### src/rtl/mult_div_seq.sv
// Iterative signed multiply/divide sequencer: radix-2 Booth multiply and
// restoring divide, one iteration per clock, HI/LO result pair with write strobe.
module mult_div_seq #(
    parameter int unsigned WIDTH = 32
) (
    input  logic             clock,
    input  logic             reset,
    input  logic             start,
    input  logic             op,
    input  logic [WIDTH-1:0] src_a,
    input  logic [WIDTH-1:0] src_b,
    output logic             busy,
    output logic             done,
    output logic             div_zero,
    output logic             hi_lo_write,
    output logic [WIDTH-1:0] hi,
    output logic [WIDTH-1:0] lo
);

    localparam int unsigned CNT_W   = $clog2(WIDTH);
    localparam logic [CNT_W-1:0] LAST_ITER = CNT_W'(WIDTH - 1);

    typedef enum logic [2:0] {
        IDLE = 3'd0,
        MULT = 3'd1,
        DIV  = 3'd2,
        FIX  = 3'd3,
        DONE = 3'd4
    } stateType;

    stateType         state;
    logic [CNT_W-1:0] iterCnt;
    // MULT: accA/accQ/qMinus1 form the Booth register, operandM the multiplicand.
    // DIV:  accA is the partial remainder, accQ shifts dividend out / quotient in,
    //       operandM is the divisor magnitude.
    logic [WIDTH-1:0] accA;
    logic [WIDTH-1:0] accQ;
    logic             qMinus1;
    logic [WIDTH-1:0] operandM;
    logic             negQuot;
    logic             negRem;

    logic [WIDTH:0]   boothSum;
    logic [WIDTH:0]   divShift;
    logic             divFits;
    logic [WIDTH-1:0] divRem;
    logic [WIDTH-1:0] absA;
    logic [WIDTH-1:0] absB;

    // Booth add/subtract is done one bit wider so the -2^(W-1) multiplicand cannot overflow before the shift.
    always_comb begin
        boothSum = {accA[WIDTH-1], accA};
        case ({accQ[0], qMinus1})
            2'b01:   boothSum = {accA[WIDTH-1], accA} + {operandM[WIDTH-1], operandM};
            2'b10:   boothSum = {accA[WIDTH-1], accA} - {operandM[WIDTH-1], operandM};
            default: boothSum = {accA[WIDTH-1], accA};
        endcase
    end

    // Restoring divide step: shift in next dividend bit, subtract divisor if it fits.
    always_comb begin
        divShift = {accA, accQ[WIDTH-1]};
        divFits  = (divShift >= {1'b0, operandM});
        divRem   = divShift[WIDTH-1:0];
        if (divFits) begin
            divRem = WIDTH'(divShift - {1'b0, operandM});
        end
    end

    // Operand magnitudes for the divider; |-2^(W-1)| is representable as unsigned.
    always_comb begin
        absA = src_a[WIDTH-1] ? (~src_a + WIDTH'(1)) : src_a;
        absB = src_b[WIDTH-1] ? (~src_b + WIDTH'(1)) : src_b;
    end

    // Sequencer state, datapath registers and registered outputs.
    always_ff @(posedge clock or negedge reset) begin
        if (!reset) begin
            state       <= IDLE;
            iterCnt     <= '0;
            accA        <= '0;
            accQ        <= '0;
            qMinus1     <= 1'b0;
            operandM    <= '0;
            negQuot     <= 1'b0;
            negRem      <= 1'b0;
            busy        <= 1'b0;
            done        <= 1'b0;
            div_zero    <= 1'b0;
            hi_lo_write <= 1'b0;
            hi          <= '0;
            lo          <= '0;
        end else begin
            done        <= 1'b0;
            div_zero    <= 1'b0;
            hi_lo_write <= 1'b0;
            case (state)
                IDLE: begin
                    if (start) begin
                        iterCnt <= '0;
                        if (!op) begin
                            operandM <= src_a;
                            accA     <= '0;
                            accQ     <= src_b;
                            qMinus1  <= 1'b0;
                            busy     <= 1'b1;
                            state    <= MULT;
                        end else if (src_b == '0) begin
                            done     <= 1'b1;
                            div_zero <= 1'b1;
                            state    <= DONE;
                        end else begin
                            operandM <= absB;
                            accA     <= '0;
                            accQ     <= absA;
                            negQuot  <= src_a[WIDTH-1] ^ src_b[WIDTH-1];
                            negRem   <= src_a[WIDTH-1];
                            busy     <= 1'b1;
                            state    <= DIV;
                        end
                    end
                end
                MULT: begin
                    accA    <= boothSum[WIDTH:1];
                    accQ    <= {boothSum[0], accQ[WIDTH-1:1]};
                    qMinus1 <= accQ[0];
                    iterCnt <= iterCnt + CNT_W'(1);
                    if (iterCnt == LAST_ITER) begin
                        hi          <= boothSum[WIDTH:1];
                        lo          <= {boothSum[0], accQ[WIDTH-1:1]};
                        busy        <= 1'b0;
                        done        <= 1'b1;
                        hi_lo_write <= 1'b1;
                        state       <= DONE;
                    end
                end
                DIV: begin
                    accA    <= divRem;
                    accQ    <= {accQ[WIDTH-2:0], divFits};
                    iterCnt <= iterCnt + CNT_W'(1);
                    if (iterCnt == LAST_ITER) begin
                        state <= FIX;
                    end
                end
                FIX: begin
                    // Quotient sign from operand signs, remainder sign from dividend.
                    lo          <= negQuot ? (~accQ + WIDTH'(1)) : accQ;
                    hi          <= negRem  ? (~accA + WIDTH'(1)) : accA;
                    busy        <= 1'b0;
                    done        <= 1'b1;
                    hi_lo_write <= 1'b1;
                    state       <= DONE;
                end
                DONE: begin
                    state <= IDLE;
                end
                default: begin
                    state <= IDLE;
                    busy  <= 1'b0;
                end
            endcase
        end
    end

endmodule

### config.mk
export PLATFORM = sky130hd
export DESIGN_NAME = mult_div_seq
export DESIGN_NICKNAME = d
export VERILOG_FILES = /design/src/rtl/mult_div_seq.sv
export SDC_FILE = /design/constraint.sdc
export NUM_CORES = 1
export LEC_CHECK = 0
export CORE_MARGIN = 4
export CORE_UTILIZATION = 45
export CTS_CLUSTER_SIZE = 40
export DETAILED_ROUTE_END_ITERATION = 12
export MAX_ROUTING_LAYER = met4
export SLEW_MARGIN = 20
export SYNTH_ARGS = -nofsm -noshare
export SYNTH_HDL_FRONTEND = slang
export SYNTH_SLANG_ARGS = --single-unit
### constraint.sdc
create_clock -name clock -period 5.04 [get_ports clock]
set_input_delay 0.504 -clock clock [delete_from_list [all_inputs] [get_ports clock]]
set_output_delay 0.504 -clock clock [all_outputs]
set_load 0.05 [all_outputs]
==> results.cfg, run 1 <==
[timing]
fin_crit_ps = 4640
period_share_pct = 92.1
report.final.slew_viol_count = 0
hold_viol = 0
grt_setup_unrepaired = false
slew-limit-headroom_pct = 21.3
fin_worst_skew_ps = 10.9
setup_violations = 0
max_freq_mhz = 215
worst_slew_pin_slew_ps = 1170
fin_setup_tns_ps = 0

[worst_setup_path]
cpMaxStageDelayCell = or4_1
path_class = register to register
cp_slowest_stage_delay_ps = 590
timing.critical_path.arrival_ps = 4950
timing.rr.start = operandM[4]
worstSetupEndpointType = register
crit_required_ps = 5350
cpMostUsedCell = a21oi_1
setup.worst_path.start_class = register
crit_path_start = operandM[4]
crit_chain = or4_1 -> nor3_1 -> buf_4 -> a21oi_1 -> nor2_1 -> o21a_1 -> o21ai_0 -> xnor2_1 -> ha_1 -> a21o_1 -> a21oi_1 -> o21ai_0 -> a21oi_1 -> nor2b_1 -> a21oi_1 -> a211oi_1 -> mux2i_1 -> o311ai_0
critPathMaxFanout = 6

[clock_network]
cts_setup_buffers = 0
ctsHoldBuffers = 0
cts_made_buffers = 17
worstSkewPairLatency_ps = 450
cts_root_buf = clkbuf_16
postCtsResizedCells = 0
clk_pin_slew_worst_paths_ps = 80
cts_sinks = 175
tritoncts = built
clockBufferDepth = 2
h-tree-depth = 4

[route]
dr.pass1.iters = 7
initialDrtViolationCount = 1594
routed-via-count = 15300
detail-route-antenna-nets = 0
drt_wl_total_um = 53900
drt-wirelength-per-cell_um = 21.6
vias_per_cell = 6.14
drc = 0

[run]
cap_violations = 0

[finish]
multi_input_area_um2 = 10100
layout.nets = 2176
nFillCells = 3267
syn_to_final_growth_pct = 14.7
final_cells = 2496
regArea_um2 = 4380
drive_gt1_share_pct = 4.64
finalCoreUtilization_pct = 52.2
fin_area_um2 = 17500

[die]
row_count = 67
start_util_pct = 45.5
die_h_um = 192
die_area_um2 = 36900
die_w_um = 192
pin_count = 136
core_um2 = 33500

[logic_synthesis]
synth_edf_count = 0
synth_area_um2 = 15300
ys_types = 71
synth_ff_type = dfrtp_1
yosysWarnings = 0
async_flop_share_pct = 100
syn_area_per_cell_um2 = 7.67
synth-seq-cells = 175
syn_nets = 2131
synth_seq_area_share_pct = 28.7
synthesis.instances = 1989

[placement]
hpwl_um = 42000
place_congestion = 0.975
io_buffers = 135
dp.cells = 2463
postPlaceCellArea_um2 = 16900

[grt]
grt_pass1_wl_um = 83100
antenna_found_initial = 0
overflow = 0
grt_usage_pct = 29.8
grt_pass1_vias = 14000
grt_max_degree = 92

[run_status]
status = completed

[worst_hold_path]
min_path_type = input pin to asynchronous set/reset pin
[logic make-up (layout without fill, tap and decap cells)]
kind of cell | after synthesis | count (layout) | share of synthesized area, %
simple gates | 597 | 597 | 17.7
buf+inv | 214 | 272 | 5.46
other cells | 0 | 1 | 0
flops | 175 | 175 | 28.7
xor+xnor | 201 | 201 | 11.5
compound gates | 706 | 706 | 29.0
mux | 22 | 22 | 1.48
fa+ha+maj | 74 | 74 | 6.16
[cell usage after synthesis (17+ instances only)]
| master | n | area, µm² |
|---|---|---|
| inv_1 | 68 | 255 |
| xor2_1 | 81 | 709 |
| xnor2_1 | 120 | 1050 |
| nand3_1 | 30 | 150 |
| o41ai_1 | 20 | 175 |
| a21oi_1 | 133 | 666 |
| o21ai_0 | 244 | 1220 |
| nand2_1 | 276 | 1040 |
| clkbuf_1 | 119 | 447 |
| nor3_1 | 31 | 155 |
| a221oi_1 | 17 | 149 |
| a31oi_1 | 37 | 231 |
| o22ai_1 | 38 | 238 |
| a22oi_1 | 24 | 180 |
| ha_1 | 72 | 901 |
| a21o_1 | 26 | 195 |
| nor2_1 | 133 | 499 |
| mux2i_1 | 18 | 180 |
| a211oi_1 | 25 | 188 |
| o31ai_1 | 39 | 293 |
| dfrtp_1 | 175 | 4380 |
[layer usage]
metal | global-route usage, % | wire length (µm) | up-vias
met5 | - | 0 | -
met4 | 7.60 | 1240 | 0
met3 | 5.27 | 4280 | 60
met2 | 41.1 | 22200 | 595
met1 | 44.7 | 26100 | 7338
li1 | - | - | 7327
[worst max-delay path, delay by kind of cell, from the launching register on]
family / cells / cell delay [ps]
buffers and inverters: 1 / 180
DFF: 1 / 440
AOI/OAI and AO/OA: 10 / 1870
xor gates and xnor gates: 1 / 170
and+or+nand+nor: 4 / 1250
muxes: 1 / 220
adders and majority gates: 1 / 350
[path summary, 6_finish.rpt]
path	cells after the start	slack, ps	end
min in group clock	2	480	lo[2]
worst max-delay path	18	400	hi[31]
worst max register to register	18	400	hi[31]
max in group asynchronous	2	3920	operandM[6]
worst min register to register	2	480	lo[2]
worst min-delay path	1	100	lo[13]
[cells in the final DEF (no fill, tap or decap), drive strengths merged, types with 26 or more instances in the layout]
master	count
nand2	276
o21ai	246
dfrtp	175
nor2	134
a21oi	133
clkdlybuf4s50	133
xnor2	120
xor2	81
inv	75
ha	72
o31ai	39
buf	39
o22ai	38
a31oi	37
nor3	31
nand3	30
a21o	26
[cell type report]
cell class / instances / share of cell area (%)
tap: 448 / 3.20
sequential: 175 / 25.0
clock buffer: 17 / 2.43
inverter: 68 / 1.46
timing repair buffer: 172 / 9.36
clock inverter: 15 / 0.836
antenna: 1 / 0.0143
multi-input combinational: 1600 / 57.7
[registers in the layout, indices dropped and copies added, names as in the netlist]
signal,count
accA,32
accQ,32
busy,1
div_zero,1
done,1
hi,32
hi_lo_write,1
iterCnt,5
lo,32
negQuot,1
negRem,1
operandM,32
qMinus1,1
state,3
[through the flow]
| stage | worst slack (ps) | hold WS [ps] |
|---|---|---|
| 5_1_grt | 32.8 | 186 |
| 3_3_place_gp | 551 | 458 |
| 4_1_cts | 437 | 149 |
| 6_report | 398 | 101 |
| 2_1_floorplan | 937 | 208 |
| 3_5_place_dp | 492 | 463 |
Power of run 1 is not shown: default switching activity piles up to over one toggle a cycle in this logic, so the estimate is an artifact.
==> inputs of run 2 (changes only) <==
--- a/config.mk
+++ b/config.mk
@@ -10,6 +10,7 @@
 export CTS_CLUSTER_SIZE = 40
 export DETAILED_ROUTE_END_ITERATION = 12
 export MAX_ROUTING_LAYER = met4
+export RECOVER_POWER = 25
 export SLEW_MARGIN = 20
 export SYNTH_ARGS = -nofsm -noshare
 export SYNTH_HDL_FRONTEND = slang
==> run 2 against run 1 <==
  * Via count rose by 0.10%
  * Critical path type unchanged
  * Utilization decreased by 0.063 points
  * Hold slack improved by 380 ps
  * Final cell count stayed put
  * Clock skew grew 1.5 ps
  * Flip-flop and latch count is the same
  * Non-clock buffer count unchanged
  * Fmax about the same
  * Final area fell by 0.12%
  * The flow now finishes with violations (capacitance limit, slew limit)
==> results.cfg, run 2 (synthesis results as in run 1) <==
[clock_network]
clockBufferDepth = 2
cts_root_buf = clkbuf_16
cts_setup_buffers = 0
cts_made_buffers = 17
tritoncts = built
cts_sinks = 175
h-tree-depth = 4
worstSkewPairLatency_ps = 450
clk_pin_slew_worst_paths_ps = 80

[timing]
grt_setup_unrepaired = false
period_share_pct = 92.0
max_freq_mhz = 216
fin_worst_skew_ps = 12.5
fin_setup_tns_ps = 0
timing.hold.ws_ps = 477
report.final.slew_viol_count = 178
worst_slew_pin_slew_ps = 2330
fin_crit_ps = 4640
setup_ws_ps = 401
hold_viol = 0
slew-limit-headroom_pct = -55.4
setup_violations = 0

[grt]
grt_max_degree = 92
overflow = 0
grt_pass1_vias = 14000
antenna_found_initial = 0
grt_pass1_wl_um = 83100
grt_usage_pct = 29.8

[route]
detail-route-antenna-nets = 0
vias_per_cell = 6.14
routed-via-count = 15300
drt_wl_total_um = 53900
drc = 0
dr.pass1.iters = 6
initialDrtViolationCount = 1559
drt-wirelength-per-cell_um = 21.6

[worst_setup_path]
cpMaxStageDelayCell = or4_1
path_class = register to register
worst-r2r-cell-count = 18
path_buf_inv = 1
crit_required_ps = 5340
critPathMaxFanout = 6
worstSetupEndpointType = register
timing.critical_path.arrival_ps = 4940
setup.worst_path.start_class = register
cpMostUsedCell = a21oi_1
path_depth = 18
path_delay_family = compound AO/OA/AOI/OAI gates
cp_slowest_stage_delay_ps = 590
crit_chain = or4_1 -> nor3_1 -> buf_4 -> a21oi_1 -> nor2_1 -> o21a_1 -> o21ai_0 -> xnor2_1 -> ha_1 -> a21o_1 -> a21oi_1 -> o21ai_0 -> a21oi_1 -> nor2b_1 -> a21oi_1 -> a211oi_1 -> mux2i_1 -> o311ai_0

[placement]
place_congestion = 0.975
hpwl_um = 42000
io_buffers = 135
pre_cts_ws_ps = 492

[finish]
drive_gt1_share_pct = 4.64
most-common-layout-cells = nand2_1 (275), o21ai_0 (244), dfrtp_1 (175)
syn_to_final_growth_pct = 14.5
layout.nets = 2176
final_common_cell = nand2_1
nFillCells = 3267

[die]
die_h_um = 192
die_w_um = 192
row_count = 67
pin_count = 136
core_um2 = 33500
start_util_pct = 45.5
die_area_um2 = 36900

[worst_hold_path]
whs_path_depth = 2
min_path_type = register to register

[run_status]
violations = capacitance limit, slew limit
status = finished with violations

[run]
cap_violations = 2
==> run 2: final timing paths <==
check / startpoint / slack [ps] / end
max reg2reg: operandM[4] / 400 / hi[31]
max: operandM[4] / 400 / hi[31]
min in group asynchronous: reset / 700 / lo[13]
min reg2reg: lo[2] / 480 / lo[2]
min: lo[2] / 480 / lo[2]
max in group asynchronous: reset / 1070 / operandM[0]
==> run 2: routing by layer <==
| metal | share of wire [%] | GRT usage [%] | wire length [µm] |
|---|---|---|---|
| met2 | 41 | 41.1 | 22300 |
| met5 | 0 | - | 0 |
| met3 | 8.5 | 5.27 | 4580 |
| met4 | 2.3 | 7.60 | 1260 |
| met1 | 48 | 44.7 | 25800 |
==> run 2: worst reg2reg max path, cell delays in order (launching register included) <==
cell and delay (ps):
dfrtp_1 440, or4_1 590, nor3_1 220, buf_4 180, a21oi_1 100, nor2_1 270, o21a_1 230, o21ai_0 170
xnor2_1 170, ha_1 350, a21o_1 190, a21oi_1 200, o21ai_0 110, a21oi_1 290, nor2b_1 170, a21oi_1 90
a211oi_1 350, mux2i_1 220, o311ai_0 140
==> run 2: timing repair <==
action	CTS	global route
gates resized for setup	0	1
hold buffers	0	0
endpoints found under the setup margin	0	1
==> run 2: final cells by class <==
class	instances	area (µm²)	area share, %
Antenna cell	1	2.50	0.0143
Inverter	68	255	1.46
Tap cell	448	561	3.21
Sequential cell	175	4380	25.1
Multi-Input combinational cell	1600	10100	57.7
Timing Repair Buffer	172	1620	9.25
Clock buffer	17	425	2.43
Clock inverter	15	146	0.838
==> run 2: through the flow <==
stage / instances / area [µm²] / utilization, %
floorplan: 1989 / 15300 / -
global placement: 2463 / 16900 / 50.5
detailed placement: 2463 / 16900 / 50.5
CTS: 2495 / 17500 / 52.2
global route: 2495 / 17500 / 52.1
finish: 2496 / 17500 / 52.1
Power of run 2 is left out for the same reason.
==> inputs of run 3 (changes only) <==
--- a/config.mk
+++ b/config.mk
@@ -9,6 +9,7 @@
 export CORE_UTILIZATION = 45
 export CTS_CLUSTER_SIZE = 40
 export DETAILED_ROUTE_END_ITERATION = 12
+export GPL_ROUTABILITY_DRIVEN = 1
 export MAX_ROUTING_LAYER = met4
 export RECOVER_POWER = 25
 export SLEW_MARGIN = 20
==> results of run 3 <==
No change in the layout: final DEF, timing and power equal those of run 2.
Power of run 3 is left out for the same reason.
